$ cat src/rtl/if_stage_pkg.sv
// Shared definitions for the RiSC-16 instruction-fetch stage: word width,
// opcodes, the default reset PC, fetch FSM encodings and the HALT decode.
package if_stage_pkg;

    localparam int WORD_LEN = 16;

    localparam logic [2:0] OP_ADD  = 3'b000;
    localparam logic [2:0] OP_ADDI = 3'b001;
    localparam logic [2:0] OP_NAND = 3'b010;
    localparam logic [2:0] OP_LUI  = 3'b011;
    localparam logic [2:0] OP_SW   = 3'b100;
    localparam logic [2:0] OP_LW   = 3'b101;
    localparam logic [2:0] OP_BEQ  = 3'b110;
    localparam logic [2:0] OP_JALR = 3'b111;

    localparam logic [WORD_LEN-1:0] DEFAULT_RESET_PC = 16'h0000;

    typedef enum logic [1:0] {
        IF_FETCH  = 2'd0,
        IF_HOLD   = 2'd1,
        IF_FLUSH  = 2'd2,
        IF_HALTED = 2'd3
    } if_state_t;

    // HALT is encoded as a JALR whose low seven bits are non-zero.
    function automatic logic is_halt(input logic [WORD_LEN-1:0] word);
        return (word[15:13] == OP_JALR) && (word[6:0] != 7'd0);
    endfunction

endpackage

$ cat src/rtl/if_stage_pc_reg.sv
// Program counter register: loads an explicit target or increments
// (wrapping modulo 2^WORD_LEN) when enabled.
module pc_reg #(
    parameter int                WORD_LEN = 16,
    parameter logic [WORD_LEN-1:0] RESET_PC = '0
) (
    input  logic                clk,
    input  logic                rst_n,
    input  logic                load_en,
    input  logic                sel_load,
    input  logic [WORD_LEN-1:0] load_val,
    output logic [WORD_LEN-1:0] pc
);

    // Update PC on enable: explicit target when sel_load, else pc+1.
    always_ff @(posedge clk or negedge rst_n) begin
        if (!rst_n) begin
            pc <= RESET_PC;
        end else if (load_en) begin
            pc <= sel_load ? load_val : pc + WORD_LEN'(1);
        end
    end

endmodule

$ cat src/rtl/if_stage.sv
// Instruction-fetch stage of the non-pipelined RiSC-16 core.
// Handshakes: imem side is req/ack -- imem_req stays high with imem_addr
// frozen until the cycle imem_ack is high, and imem_rdata is taken only in
// that cycle. Decode side is valid/ready -- instr_valid stays high with
// instr/pc_out/pc_plus1 frozen until the cycle instr_ready is high, which
// is the cycle of transfer.
module if_stage
    import if_stage_pkg::*;
#(
    parameter int                  WORD_LEN = if_stage_pkg::WORD_LEN,
    parameter logic [WORD_LEN-1:0] RESET_PC = if_stage_pkg::DEFAULT_RESET_PC
) (
    input  logic                clk,
    input  logic                rst_n,
    output logic                imem_req,
    output logic [WORD_LEN-1:0] imem_addr,
    input  logic                imem_ack,
    input  logic [WORD_LEN-1:0] imem_rdata,
    output logic [WORD_LEN-1:0] instr,
    output logic                instr_valid,
    input  logic                instr_ready,
    output logic [WORD_LEN-1:0] pc_out,
    output logic [WORD_LEN-1:0] pc_plus1,
    input  logic                redirect,
    input  logic [WORD_LEN-1:0] redirect_pc,
    output logic                halted,
    output logic [1:0]          dbg_state
);

    if_state_t           state;
    logic [WORD_LEN-1:0] pc;
    logic [WORD_LEN-1:0] redirect_target;
    logic                pc_load;
    logic                pc_sel_load;
    logic [WORD_LEN-1:0] pc_din;
    logic                ack;

    // The request register comes out of reset low, so the first cycle after
    // release is idle; an ack is only meaningful while a request is up.
    assign ack = imem_ack & imem_req;

    pc_reg #(
        .WORD_LEN (WORD_LEN),
        .RESET_PC (RESET_PC)
    ) u_pc_reg (
        .clk      (clk),
        .rst_n    (rst_n),
        .load_en  (pc_load),
        .sel_load (pc_sel_load),
        .load_val (pc_din),
        .pc       (pc)
    );

    assign imem_addr = pc;
    assign pc_out    = pc;
    assign pc_plus1  = pc + WORD_LEN'(1);
    assign dbg_state = state;

    // PC update selection: redirect targets, flush completion, or increment on accept.
    always_comb begin
        pc_load     = 1'b0;
        pc_sel_load = 1'b1;
        pc_din      = redirect_pc;
        case (state)
            IF_FETCH: begin
                // With a live request the address may only move on ack;
                // before the first request there is no transaction to protect.
                if (redirect && (ack || !imem_req)) begin
                    pc_load = 1'b1;
                end
            end
            IF_FLUSH: begin
                if (ack) begin
                    pc_load = 1'b1;
                    pc_din  = redirect ? redirect_pc : redirect_target;
                end
            end
            IF_HOLD: begin
                if (redirect) begin
                    pc_load = 1'b1;
                end else if (instr_ready && !is_halt(instr)) begin
                    pc_load     = 1'b1;
                    pc_sel_load = 1'b0;
                end
            end
            default: ;
        endcase
    end

    // Fetch FSM with instruction register, flush target and registered outputs.
    always_ff @(posedge clk or negedge rst_n) begin
        if (!rst_n) begin
            state           <= IF_FETCH;
            instr           <= '0;
            redirect_target <= '0;
            imem_req        <= 1'b0;
            instr_valid     <= 1'b0;
            halted          <= 1'b0;
        end else begin
            case (state)
                IF_FETCH: begin
                    imem_req <= 1'b1;
                    if (ack && !redirect) begin
                        instr       <= imem_rdata;
                        state       <= IF_HOLD;
                        imem_req    <= 1'b0;
                        instr_valid <= 1'b1;
                    end else if (!ack && redirect && imem_req) begin
                        redirect_target <= redirect_pc;
                        state           <= IF_FLUSH;
                    end
                end
                IF_FLUSH: begin
                    if (redirect) begin
                        redirect_target <= redirect_pc;
                    end
                    if (ack) begin
                        state <= IF_FETCH;
                    end
                end
                IF_HOLD: begin
                    if (redirect || (instr_ready && !is_halt(instr))) begin
                        state       <= IF_FETCH;
                        imem_req    <= 1'b1;
                        instr_valid <= 1'b0;
                    end else if (instr_ready) begin
                        state       <= IF_HALTED;
                        instr_valid <= 1'b0;
                        halted      <= 1'b1;
                    end
                end
                IF_HALTED: begin
                    imem_req    <= 1'b0;
                    instr_valid <= 1'b0;
                    halted      <= 1'b1;
                end
                default: begin
                    state <= IF_FETCH;
                end
            endcase
        end
    end

endmodule

$ cat config.mk
export PLATFORM = sky130hd
export DESIGN_NAME = if_stage
export DESIGN_NICKNAME = d
export VERILOG_FILES = /design/src/rtl/if_stage_pkg.sv /design/src/rtl/if_stage_pc_reg.sv /design/src/rtl/if_stage.sv
export SDC_FILE = /design/constraint.sdc
export NUM_CORES = 1
export LEC_CHECK = 0
export BUFFER_PORTS_ARGS = -buffer_cell sky130_fd_sc_hd__buf_2
export CORE_UTILIZATION = 45
export DETAILED_ROUTE_END_ITERATION = 6
export GPL_ROUTABILITY_DRIVEN = 0
export MAX_ROUTING_LAYER = met4
export PLACE_DENSITY = 0.72
export SYNTH_ARGS = -nofsm -noshare
export SYNTH_HDL_FRONTEND = slang
export SYNTH_HIERARCHICAL = 1
export SYNTH_SLANG_ARGS = --single-unit
$ cat constraint.sdc
create_clock -name clk -period 6.74 [get_ports clk]
set_input_delay 0.337 -clock clk [delete_from_list [all_inputs] [get_ports clk]]
set_output_delay 0.337 -clock clk [all_outputs]
set_load 0.02 [all_outputs]
Word-level counts from Yosys, hierarchy flattened
Cells that the tools add are included.
{"block": "word_totals", "ff_bits": 53, "input_bits": 37, "out_inout_bits": 69, "elab_cells": 77}
{"block": "op_classes", "addsub": 1, "n_eq_ne": 13, "muxes": 31, "bitwise": 1, "reduce_logical": 24}
{"op": "$mux W16", "n": 6}
{"op": "$pmux W16 S2", "n": 1}
{"op": "$add A16 B1 Y16 const B", "n": 1}
{"op": "$mux W1", "n": 14}
{"op": "$ne A2 B2 Y1 const B", "n": 7}
{"op": "$mux W2", "n": 5}
{"op": "$pmux W1 S3", "n": 3}
{"op": "$reduce_and A3 Y1", "n": 3}
{"op": "$reduce_bool A7 Y1", "n": 1}
{"op": "$logic_and A1 B1 Y1", "n": 6}
{"op": "$ne A3 B3 Y1 const B", "n": 2}
{"op": "$pmux W2 S3", "n": 1}
{"op": "$reduce_bool A3 Y1", "n": 2}
{"op": "$eq A2 B2 Y1 const B", "n": 2}
{"op": "$logic_not A1 Y1", "n": 4}
{"op": "$reduce_and A2 Y1", "n": 2}
{"op": "$reduce_and A4 Y1", "n": 1}
{"op": "$reduce_bool A2 Y1", "n": 2}
{"op": "$eq A3 B3 Y1 const B", "n": 1}
{"op": "$eq A2 B1 Y1 const B", "n": 1}
{"op": "$logic_not A2 Y1", "n": 1}
{"op": "$logic_or A1 B1 Y1", "n": 2}
{"op": "$pmux W1 S2", "n": 1}
{"op": "$and A1 B1 Y1", "n": 1}

Depth between registers and ports, before layout
Gate-level depths: netlist of the first run.
{"block": "logic_depth", "ltp_word": 8, "mapped_depth": 10, "mapped_depth_nobuf": 9}

Cells and area by module
The synthesis of the first run kept the hierarchy.
{"module": "if_stage", "n_inst": 1, "cells_each": 194, "area_each_um2": 2240.9, "seq_area_each_um2": 925.9}
{"module": "pc_reg", "n_inst": 1, "cells_each": 121, "area_each_um2": 1034.7, "seq_area_each_um2": 400.4}

Least setup slack after synthesis of the first run
Ideal clock, no wire load.
{"block": "synth_path", "path_kind": "register to register", "from": "reg instr[2]", "to": "reg u_pc_reg.pc[14]", "setup_time_ns": 0.118, "arrival_ns": 2.459, "required_ns": 6.622, "path_slack_ns": 4.163, "path_stages_with_launch": 9, "n_path_buf": 2, "period_less_slack_ns": 2.577, "cell_sequence": "dfrtp_1 or4_4 o21ai_4 nand3_1 a31oi_1 clkbuf_1 buf_1 o21ai_0 a21o_1"}
{"block": "synth_via", "word_cells_on_any_way": 11, "classes_between": "7 x mux; 4 x reduce/logical"}
{"item": "start: declaration", "line_no": "if_stage.sv:19", "source": "output logic [WORD_LEN-1:0] instr,"}
{"item": "start signal: assignment", "line_no": "if_stage.sv:104", "source": "instr <= imem_rdata;"}
{"item": "$reduce_bool A7 Y1", "line_no": "if_stage_pkg.sv:27", "source": "return (word[15:13] == OP_JALR) && (word[6:0] != 7'd0);"}
{"item": "$logic_and A1 B1 Y1", "line_no": "if_stage_pkg.sv:27"}
{"item": "$logic_not A1 Y1", "line_no": "if_stage.sv:81", "source": "end else if (instr_ready && !is_halt(instr)) begin"}
{"item": "$logic_and A1 B1 Y1", "line_no": "if_stage.sv:81"}
{"item": "$mux W1", "line_no": "if_stage.sv:81"}
{"item": "$mux W1", "line_no": "if_stage.sv:79", "source": "if (redirect) begin"}
{"item": "$pmux W1 S3", "line_no": "if_stage.sv:64", "source": "case (state)"}
{"item": "net pc_load", "line_no": "if_stage.sv:33", "source": "logic pc_load;"}
{"item": "end signal: assignment", "line_no": "if_stage_pc_reg.sv:20", "source": "pc <= sel_load ? load_val : pc + WORD_LEN'(1);"}
{"item": "end: declaration", "line_no": "if_stage_pc_reg.sv:12", "source": "output logic [WORD_LEN-1:0] pc"}
The timed path passes the listed nets, and every way through them passes these cells.
A chain may end at the register's enable or synchronous reset.

Final worst setup path of the first run
{"block": "layout_path", "from": "reg instr[2]", "to": "reg u_pc_reg.pc[8]"}
{"block": "layout_via", "elab_chain_cells": 8, "word_cells_on_any_way": 11, "classes_between": "7 x mux; 4 x reduce/logical"}
{"item": "$reduce_bool A7 Y1", "line_no": "if_stage_pkg.sv:27"}
{"item": "$logic_and A1 B1 Y1", "line_no": "if_stage_pkg.sv:27"}
{"item": "$logic_not A1 Y1", "line_no": "if_stage.sv:81"}
{"item": "$logic_and A1 B1 Y1", "line_no": "if_stage.sv:81"}
{"item": "$mux W1", "line_no": "if_stage.sv:81"}
{"item": "$mux W1", "line_no": "if_stage.sv:79"}
{"item": "$mux W1", "line_no": "if_stage.sv:64"}
{"item": "net pc_sel_load", "line_no": "if_stage.sv:34", "source": "logic pc_sel_load;"}
{"item": "$mux W16", "line_no": "if_stage_pc_reg.sv:20"}
The timed path passes the listed nets, and every way through them passes these cells.

==> flow_summary.yaml, run 1 <==
yosys:
  synthCells: 315
  synthSimpleGateAreaFrac_pct: 16.4
  syn-num-nets: 358
  synth_xor_area_share_pct: 4.01
  ys_types: 53
  synth_top_family_by_area: "multiplexers"
  ys.flop_type: "dfrtp_1"
  synth_compound_area_share_pct: 11.3
  synth-warning-count: 6
  yosysSeqAreaShare_pct: 40.5
  synth_enable_flop_cells: 0
  synth_seq_cells: 53
  synthMuxAreaShare_pct: 19.3
  synthArstFlopShare_pct: 100
  synth_area_sq_mm: 0.00328
  yosys.area_share.adder_pct: 2.29
  postSynthAreaPerCell_sq_um: 10.4
worst_setup_path:
  cp-end-kind: "flop"
  critPathRequiredTime_ps: 7000
  arrival_ps: 3260
  crit_family: "simple AND/OR/NAND/NOR gates"
  cp_cell_sequence: "or4_4, o21ai_4, nand3_1, inv_1, nand2_1, o31ai_1, a22o_1"
  critPathMaxStageDelay_ps: 680
  cp-start-kind: "flop"
  critPathMaxFanout: 25
  cp_num_cells: 7
  worst_path_max_delay_cell: "nand3_1"
  worstSetupPathType: "flop to flop"
  reg2reg_depth: 7
  path_buf_inv: 1
floorplan:
  start_util_pct: 47.4
  die_area_sq_mm: 0.00762
  die_h_um: 87.3
  coreArea_sq_mm: 0.00691
  io_pins: 106
  die_w_um: 87.3
  rows: 30
clock_network:
  clkLatencyLatePin_ps: 310
  cts.sinks: 53
  cts_setup_buffers: 0
  tritoncts: "built"
  post_cts_resized: 0
  numCtsBuffers: 5
  htree_levels: 2
  ctsHoldBuffers: 0
  cts_buffer_depth: 2
  cts-root-buf: "clkbuf_8"
  path_clk_slew_ps: 110
sta:
  fin_skew_ps: 8.73
  layout_min_cycle_time_ps: 3000
  slew_headroom_pct: 38.3
  worst_pin_slew_ps: 923
  fin_crit_sh_pct: 44.5
  fin_tns_setup_ps: 0
  finalSetupViolations: 0
  slew_viol_final: 0
  hold_viol: 0
  fmax_ghz: 0.333
  rsz0062_at_grt: "false"
layout:
  area_growth_pct: 18.0
  final_cell_mix: "buf_2, mux2_2, dfrtp_1, nand2_1, nand3_1"
  final_common_cell: "buf_2"
  drive_gt1_share_pct: 45.8
  final_nets: 444
  antennaDiodeCount: 0
routing:
  vias_per_cell: 5.52
  dr.pass1.iters: 4
  drt_iter0_drc: 189
  vias: 2750
  drt_wl_total_um: 7540
  postRouteAntennaNets: 0
  wl_per_cell_um: 15.1
  drcViolationCount: 0
pwr:
  finalPower_w: 0.00192
  p_leak_nw: 1.77
  power_density_mw_per_mm2: 498
  peakVddDrop_mv: 0.202
grt:
  grt_usage_pct: 21.3
  grt_pass1_vias: 2534
  grt_overflow: 0
  grt_pass1_wl_um: 12400
  grt_max_degree: 54
  antenna_found_initial: 0
run_status:
  status: "finished, final reports clean"
hold_path:
  hold_path.class: "input pin to async pin"
placed_design:
  io_buffers: 105
  dp_hpwl_um: 5550
job:
  cap_violations: 0
## power by group
part	switching, W	internal (W)	leakage [nW]
registers	0.000203	0.000473	0.616
clock network	0.000117	0.0000780	0.0506
logic	0.000616	0.000436	1.10
total	0.000936	0.000987	1.77
## per-stage QoR
step	setup slack, ps	cells	area (sq um)	hold WS (ps)	util [%]
finish	3740	498	3860	137	55.9
global route	3440	498	3860	188	55.9
CTS	3750	498	3860	157	55.9
detailed placement	3770	490	3770	488	54.5
global placement	3850	490	3770	481	54.5
floorplan	4160	315	3280	41.4	-
## area by class of cell
class | instances | area (sq um)
fill | 655 | 3040
sequential | 53 | 1330
multi-input combinational | 227 | 1750
clock inverter | 3 | 28.8
timing repair buffer | 107 | 541
tap | 96 | 120
inverter | 7 | 26.3
clock buffer | 5 | 68.8
## cell families (layout without fill, tap and decap cells)
group                    count (synthesis)  count (layout)
flip-flops                              53              53
AND/OR/NAND/NOR                         98              98
AO/OA/AOI/OAI                           52              52
XOR/XNOR                                15              15
buffers and inverters                   35             122
multiplexers                            56              56
adder cells (fa/ha/maj)                  6               6
## synth_stat cells (all sizes together), types with 3 or more instances
library cell / count / share of area (%)
nor2b: 5 / 0.95
nor2: 15 / 1.7
ha: 6 / 2.3
and3: 7 / 1.4
and4: 3 / 0.84
nand2: 24 / 2.9
dfrtp: 53 / 40
xor2: 6 / 1.6
nand3: 16 / 2.4
mux2: 54 / 19
nand4: 10 / 2.4
inv: 7 / 0.80
o31ai: 4 / 0.92
a22o: 5 / 1.4
o22ai: 5 / 0.95
a21oi: 11 / 1.7
xnor2: 9 / 2.4
nand2b: 3 / 0.57
nor4: 4 / 0.76
clkbuf: 5 / 0.57
buf: 23 / 4.8
o21ai: 11 / 2.0
nor3: 4 / 0.61
## path summary, 6_finish.rpt
kind                                     start                   to  slack [ps]
worst max-delay path                  instr[2]       u_pc_reg/pc[8]        3740
worst min-delay path                     rst_n             instr[9]         140
worst max register to register        instr[2]       u_pc_reg/pc[8]        3740
worst min register to register       instr[11]            instr[11]         510
max in group asynchronous                rst_n  redirect_target[15]        6160
min in group clk                imem_rdata[12]            instr[12]         250
## metal layers
layer,vias up,share of wire (%),global-route usage (%)
li1,1309,-,-
met1,1367,44,28.1
met2,72,51,34.9
met3,2,3.8,2.75
met4,0,0.57,5.22
met5,-,0,-
(Power assumes the default switching activity.)
==> inputs of run 2 (changes only) <==
--- a/config.mk
+++ b/config.mk
@@ -10,7 +10,7 @@
 export DETAILED_ROUTE_END_ITERATION = 6
 export GPL_ROUTABILITY_DRIVEN = 0
 export MAX_ROUTING_LAYER = met4
-export PLACE_DENSITY = 0.72
+export PLACE_DENSITY = 0.75
 export SYNTH_ARGS = -nofsm -noshare
 export SYNTH_HDL_FRONTEND = slang
 export SYNTH_HIERARCHICAL = 1
==> constraint.sdc (replaced) <==
create_clock -name clk -period 2.6 [get_ports clk]
set_input_delay 0.13 -clock clk [delete_from_list [all_inputs] [get_ports clk]]
set_output_delay 0.13 -clock clk [all_outputs]
set_load 0.02 [all_outputs]
==> flow_summary.yaml, run 2 (synthesis gave the netlist of run 1 again) <==
sta:
  layout_min_cycle_time_ps: 2420
  fmax_ghz: 0.413
  hold_viol: 0
  rsz0062_at_grt: "false"
  slew_viol_final: 0
  worst_pin_slew_ps: 480
  fin_crit_sh_pct: 93.1
  slew_headroom_pct: 67.7
  fin_skew_ps: 11.9
  fin_tns_setup_ps: 0
  finalSetupViolations: 0
  hold_slack_ps: 33.5
worst_setup_path:
  cp-end-kind: "flop"
  rrSetupSlack_ps: 180
  r2r-end: "u_pc_reg/pc[14]"
  cp_cell_sequence: "or4_4, o21ai_4, nand3_1, a31oi_2, buf_12, nor2b_1, nand2b_1, o31ai_1, a21o_1"
  cp_num_cells: 9
  r2r-start: "instr[2]"
  crit_family: "simple AND/OR/NAND/NOR gates"
  arrival_ps: 2680
  cp-start-kind: "flop"
  worstSetupPathType: "flop to flop"
  worst_path_max_delay_cell: "or4_4"
  critPathMaxStageDelay_ps: 580
  reg2reg_depth: 9
  critPathRequiredTime_ps: 2860
  critPathMaxFanout: 33
  path_buf_inv: 1
routing:
  wl_per_cell_um: 14.7
  vias: 2766
  postRouteAntennaNets: 0
  drt_wl_total_um: 7440
  drt_iter0_drc: 135
  vias_per_cell: 5.48
  dr.pass1.iters: 4
  drcViolationCount: 0
pwr:
  power_density_mw_per_mm2: 1280
  p_leak_nw: 1.80
  peakVddDrop_mv: 0.485
grt:
  grt_pass1_wl_um: 12000
  grt_overflow: 0
  grt_pass1_vias: 2463
  grt_max_degree: 35
  antenna_found_initial: 0
  grt_usage_pct: 20.6
hold_path:
  whs_endpoint: "instr[9]"
  hold_path_depth: 2
  min-delay-start: "imem_rdata[9]"
  hold_path.class: "input pin to flop"
clock_network:
  numCtsBuffers: 5
  cts.sinks: 53
  path_clk_slew_ps: 110
  cts-root-buf: "clkbuf_8"
  clkLatencyLatePin_ps: 320
  htree_levels: 2
  cts_buffer_depth: 2
  tritoncts: "built"
  cts_setup_buffers: 0
job:
  cap_violations: 0
layout:
  area_growth_pct: 20.0
  final_cell_mix: "buf_2, mux2_2, dfrtp_1, nand2_1, nand3_1"
  antennaDiodeCount: 0
  fillers: 663
  final_nets: 451
  final_common_cell: "buf_2"
  drive_gt1_share_pct: 46.5
floorplan:
  rows: 30
  die_area_sq_mm: 0.00762
  coreArea_sq_mm: 0.00691
  die_w_um: 87.3
  die_h_um: 87.3
  io_pins: 106
  start_util_pct: 47.4
placed_design:
  io_buffers: 105
  dp_hpwl_um: 5520
run_status:
  status: "finished, final reports clean"
[run 2: cell types whose count changed in the layout (fill, tap and decap cells not counted), sizes merged]
cell	change
buf	+6
dlygate4sd3	+1
[run 2: what timing repair did]
item / 4_1_cts / 5_1_grt
resized for setup: 0 / 0
hold buffers: 1 / 0
hold endpoints to repair: 19 / 0
[run 2: worst max path at each step]
stage                     startpoint               to  slack, ps
after floorplan             instr[2]  u_pc_reg/pc[14]         20
after global placement      instr[2]  u_pc_reg/pc[12]        270
after detailed placement    instr[2]  u_pc_reg/pc[14]        210
after CTS                   instr[2]  u_pc_reg/pc[14]        180
after global routing        instr[2]  u_pc_reg/pc[14]         20
final                       instr[2]  u_pc_reg/pc[14]        180
[run 2: cell type report]
class / instances / area, sq um / area share (%)
clock buffer: 5 / 68.8 / 1.75
clock inverter: 3 / 28.8 / 0.732
inverter: 7 / 26.3 / 0.668
multi-input combinational: 227 / 1750 / 44.6
sequential: 53 / 1330 / 33.7
tap: 96 / 120 / 3.06
timing repair buffer: 114 / 608 / 15.5
[run 2: metal layers]
layer	global-route usage [%]	wire, um	vias to the layer above
met5	-	0	-
met4	7.00	112	0
met3	3.13	271	10
met2	32.5	3740	68
met1	27.0	3320	1360
li1	-	-	1328
[run 2: report_power, final]
group | switching, W | internal (W)
Clock | 0.000300 | 0.000202
Sequential | 0.000491 | 0.00123
Combinational | 0.00162 | 0.00118
Total | 0.00241 | 0.00261
[run 2: metrics by stage]
stage | area [sq um] | power, W | utilization (%) | cells | setup slack (ps)
after floorplan | 3280 | 0.00376 | - | 315 | 22.7
after global placement | 3820 | 0.00448 | 55.4 | 496 | 265
after detailed placement | 3820 | 0.00456 | 55.4 | 496 | 214
after CTS | 3930 | 0.00506 | 56.9 | 505 | 179
after global routing | 3930 | 0.00538 | 56.9 | 505 | 22.1
final | 3930 | 0.00502 | 56.9 | 505 | 180
[run 2: worst reg2reg max path: stages, from the launching register on]
cell and delay, ps:
dfrtp_1 410, or4_4 580, o21ai_4 210, nand3_1 110, a31oi_2 250, buf_12 210, nor2b_1 200, nand2b_1 100
o31ai_1 200, a21o_1 110
==> inputs of run 3 (changes only) <==
--- a/config.mk
+++ b/config.mk
@@ -9,6 +9,7 @@
 export CORE_UTILIZATION = 45
 export DETAILED_ROUTE_END_ITERATION = 6
 export GPL_ROUTABILITY_DRIVEN = 0
+export GPL_TIMING_DRIVEN = 0
 export MAX_ROUTING_LAYER = met4
 export PLACE_DENSITY = 0.75
 export SYNTH_ARGS = -nofsm -noshare
==> flow_summary.yaml, run 3 (synthesis gave the netlist of run 1 again) <==
pwr:
  power_density_mw_per_mm2: 1290
  p_leak_nw: 1.87
  peakVddDrop_mv: 0.640
sta:
  worst_pin_slew_ps: 1180
  layout_min_cycle_time_ps: 2420
  hold_viol: 0
  fin_crit_sh_pct: 93.2
  fmax_ghz: 0.413
  slew_viol_final: 0
  fin_tns_setup_ps: 0
  fin_skew_ps: 8.08
  setup_ws_ps: 176
  slew_headroom_pct: 21.5
  finalSetupViolations: 0
  rsz0062_at_grt: "false"
grt:
  grt_max_degree: 54
  grt_overflow: 0
  grt_usage_pct: 21.8
  grt_pass1_wl_um: 12700
  grt_pass1_vias: 2635
  antenna_found_initial: 0
routing:
  postRouteAntennaNets: 0
  vias: 2827
  drcViolationCount: 0
  vias_per_cell: 5.42
  wl_per_cell_um: 14.9
  drt_iter0_drc: 146
  dr.pass1.iters: 4
  drt_wl_total_um: 7800
clock_network:
  clkLatencyLatePin_ps: 310
  cts.sinks: 53
  numCtsBuffers: 5
  ctsHoldBuffers: 0
  cts-root-buf: "clkbuf_8"
  path_clk_slew_ps: 110
  tritoncts: "built"
  cts_setup_buffers: 0
  htree_levels: 2
  cts_buffer_depth: 2
floorplan:
  coreArea_sq_mm: 0.00691
  die_w_um: 87.3
  die_area_sq_mm: 0.00762
  io_pins: 106
  start_util_pct: 47.4
  rows: 30
  die_h_um: 87.3
layout:
  antennaDiodeCount: 0
  final_nets: 468
  regArea_sq_mm: 0.00133
  area_growth_pct: 23.2
  fin_cells: 522
  multiInputGateArea_sq_mm: 0.00176
  final_common_cell: "buf_2"
  fillers: 656
  final_cell_mix: "buf_2, mux2_2, dfrtp_1, nand2_1, buf_4"
  final_area_sq_mm: 0.00404
  drive_gt1_share_pct: 48.4
worst_setup_path:
  path_buf_inv: 2
  rrSetupSlack_ps: 180
  critPathRequiredTime_ps: 2810
  crit_family: "compound AO/OA/AOI/OAI gates"
  arrival_ps: 2630
  critPathMaxFanout: 10
  worst_path_max_delay_cell: "or4_4"
  reg2reg_depth: 8
  cp-start-kind: "flop"
  r2r-end: "u_pc_reg/pc[14]"
  worstSetupPathType: "flop to flop"
  cp_cell_sequence: "or4_4, o21ai_4, nand3_1, a31oi_4, buf_4, clkbuf_4, o21ai_0, a21o_1"
  critPathMaxStageDelay_ps: 570
  cp-end-kind: "flop"
  r2r-start: "instr[2]"
job:
  cap_violations: 0
hold_path:
  hold_path_depth: 2
  min-delay-start: "imem_rdata[8]"
  whs_endpoint: "instr[8]"
  hold_path.class: "input pin to flop"
run_status:
  status: "finished, final reports clean"
placed_design:
  dpl_worst_slack_ps: -360
  dp_hpwl_um: 5930
  dp_cells: 515
  placed_area_sq_mm: 0.00392
  io_buffers: 104
[run 3: worst max-delay path by stage]
| stage | startpoint | to | slack (ps) | depth (start not counted) |
|---|---|---|---|---|
| 6_report | instr[2] | u_pc_reg/pc[14] | 180 | 8 |
| 5_1_grt | instr[2] | u_pc_reg/pc[8] | 20 | 8 |
| 4_1_cts | instr[2] | u_pc_reg/pc[14] | 20 | 8 |
| 3_5_place_dp | instr[2] | u_pc_reg/pc[14] | -360 | 8 |
| 3_3_place_gp | instr[2] | u_pc_reg/pc[14] | -350 | 8 |
| 2_1_floorplan | instr[2] | u_pc_reg/pc[14] | 20 | 8 |
[run 3: metrics by stage]
stage | utilization, % | power, W | hold WS, ps
detailed placement | 56.7 | 0.00469 | 367
global route | 58.4 | 0.00556 | 28.5
floorplan | - | 0.00376 | -166
finish | 58.4 | 0.00519 | 40.7
CTS | 58.3 | 0.00521 | 30.3
global placement | 56.7 | 0.00460 | 361
[run 3: timing repair]
action	4_1_cts	5_1_grt
pin swaps	0	1
setup endpoints to repair	16	9
gates resized for setup	5	5
hold endpoints to repair	0	0
[run 3: power breakdown]
part / switching, W / total (W) / internal (W)
Clock: 0.000303 / 0.000505 / 0.000202
Combinational: 0.00163 / 0.00293 / 0.00130
Sequential: 0.000529 / 0.00175 / 0.00123
Total: 0.00246 / 0.00519 / 0.00273
[run 3: worst register-to-register path, delay by kind of cell, from the launching register on]
family	cells	cell delay (ps)
AOI/OAI and AO/OA	4	760
and+or+nand+nor	2	720
buffers and inverters	2	430
DFF	1	400
[run 3: layout make-up]
cell class | count | area share (%)
Multi-Input combinational cell | 227 | 43.7
Sequential cell | 53 | 32.9
Timing Repair Buffer | 104 | 12.9
Buffer | 27 | 4.53
Tap cell | 96 | 2.98
Clock buffer | 5 | 1.71
Clock inverter | 3 | 0.713
Inverter | 7 | 0.651
[run 3: metal layers]
layer	vias to the layer above	GRT usage (%)	routed length [um]
met1	1379	29.6	3490
met2	74	34.1	3890
met4	0	6.41	96
li1	1361	-	-
met5	-	-	0
met3	13	3.13	325
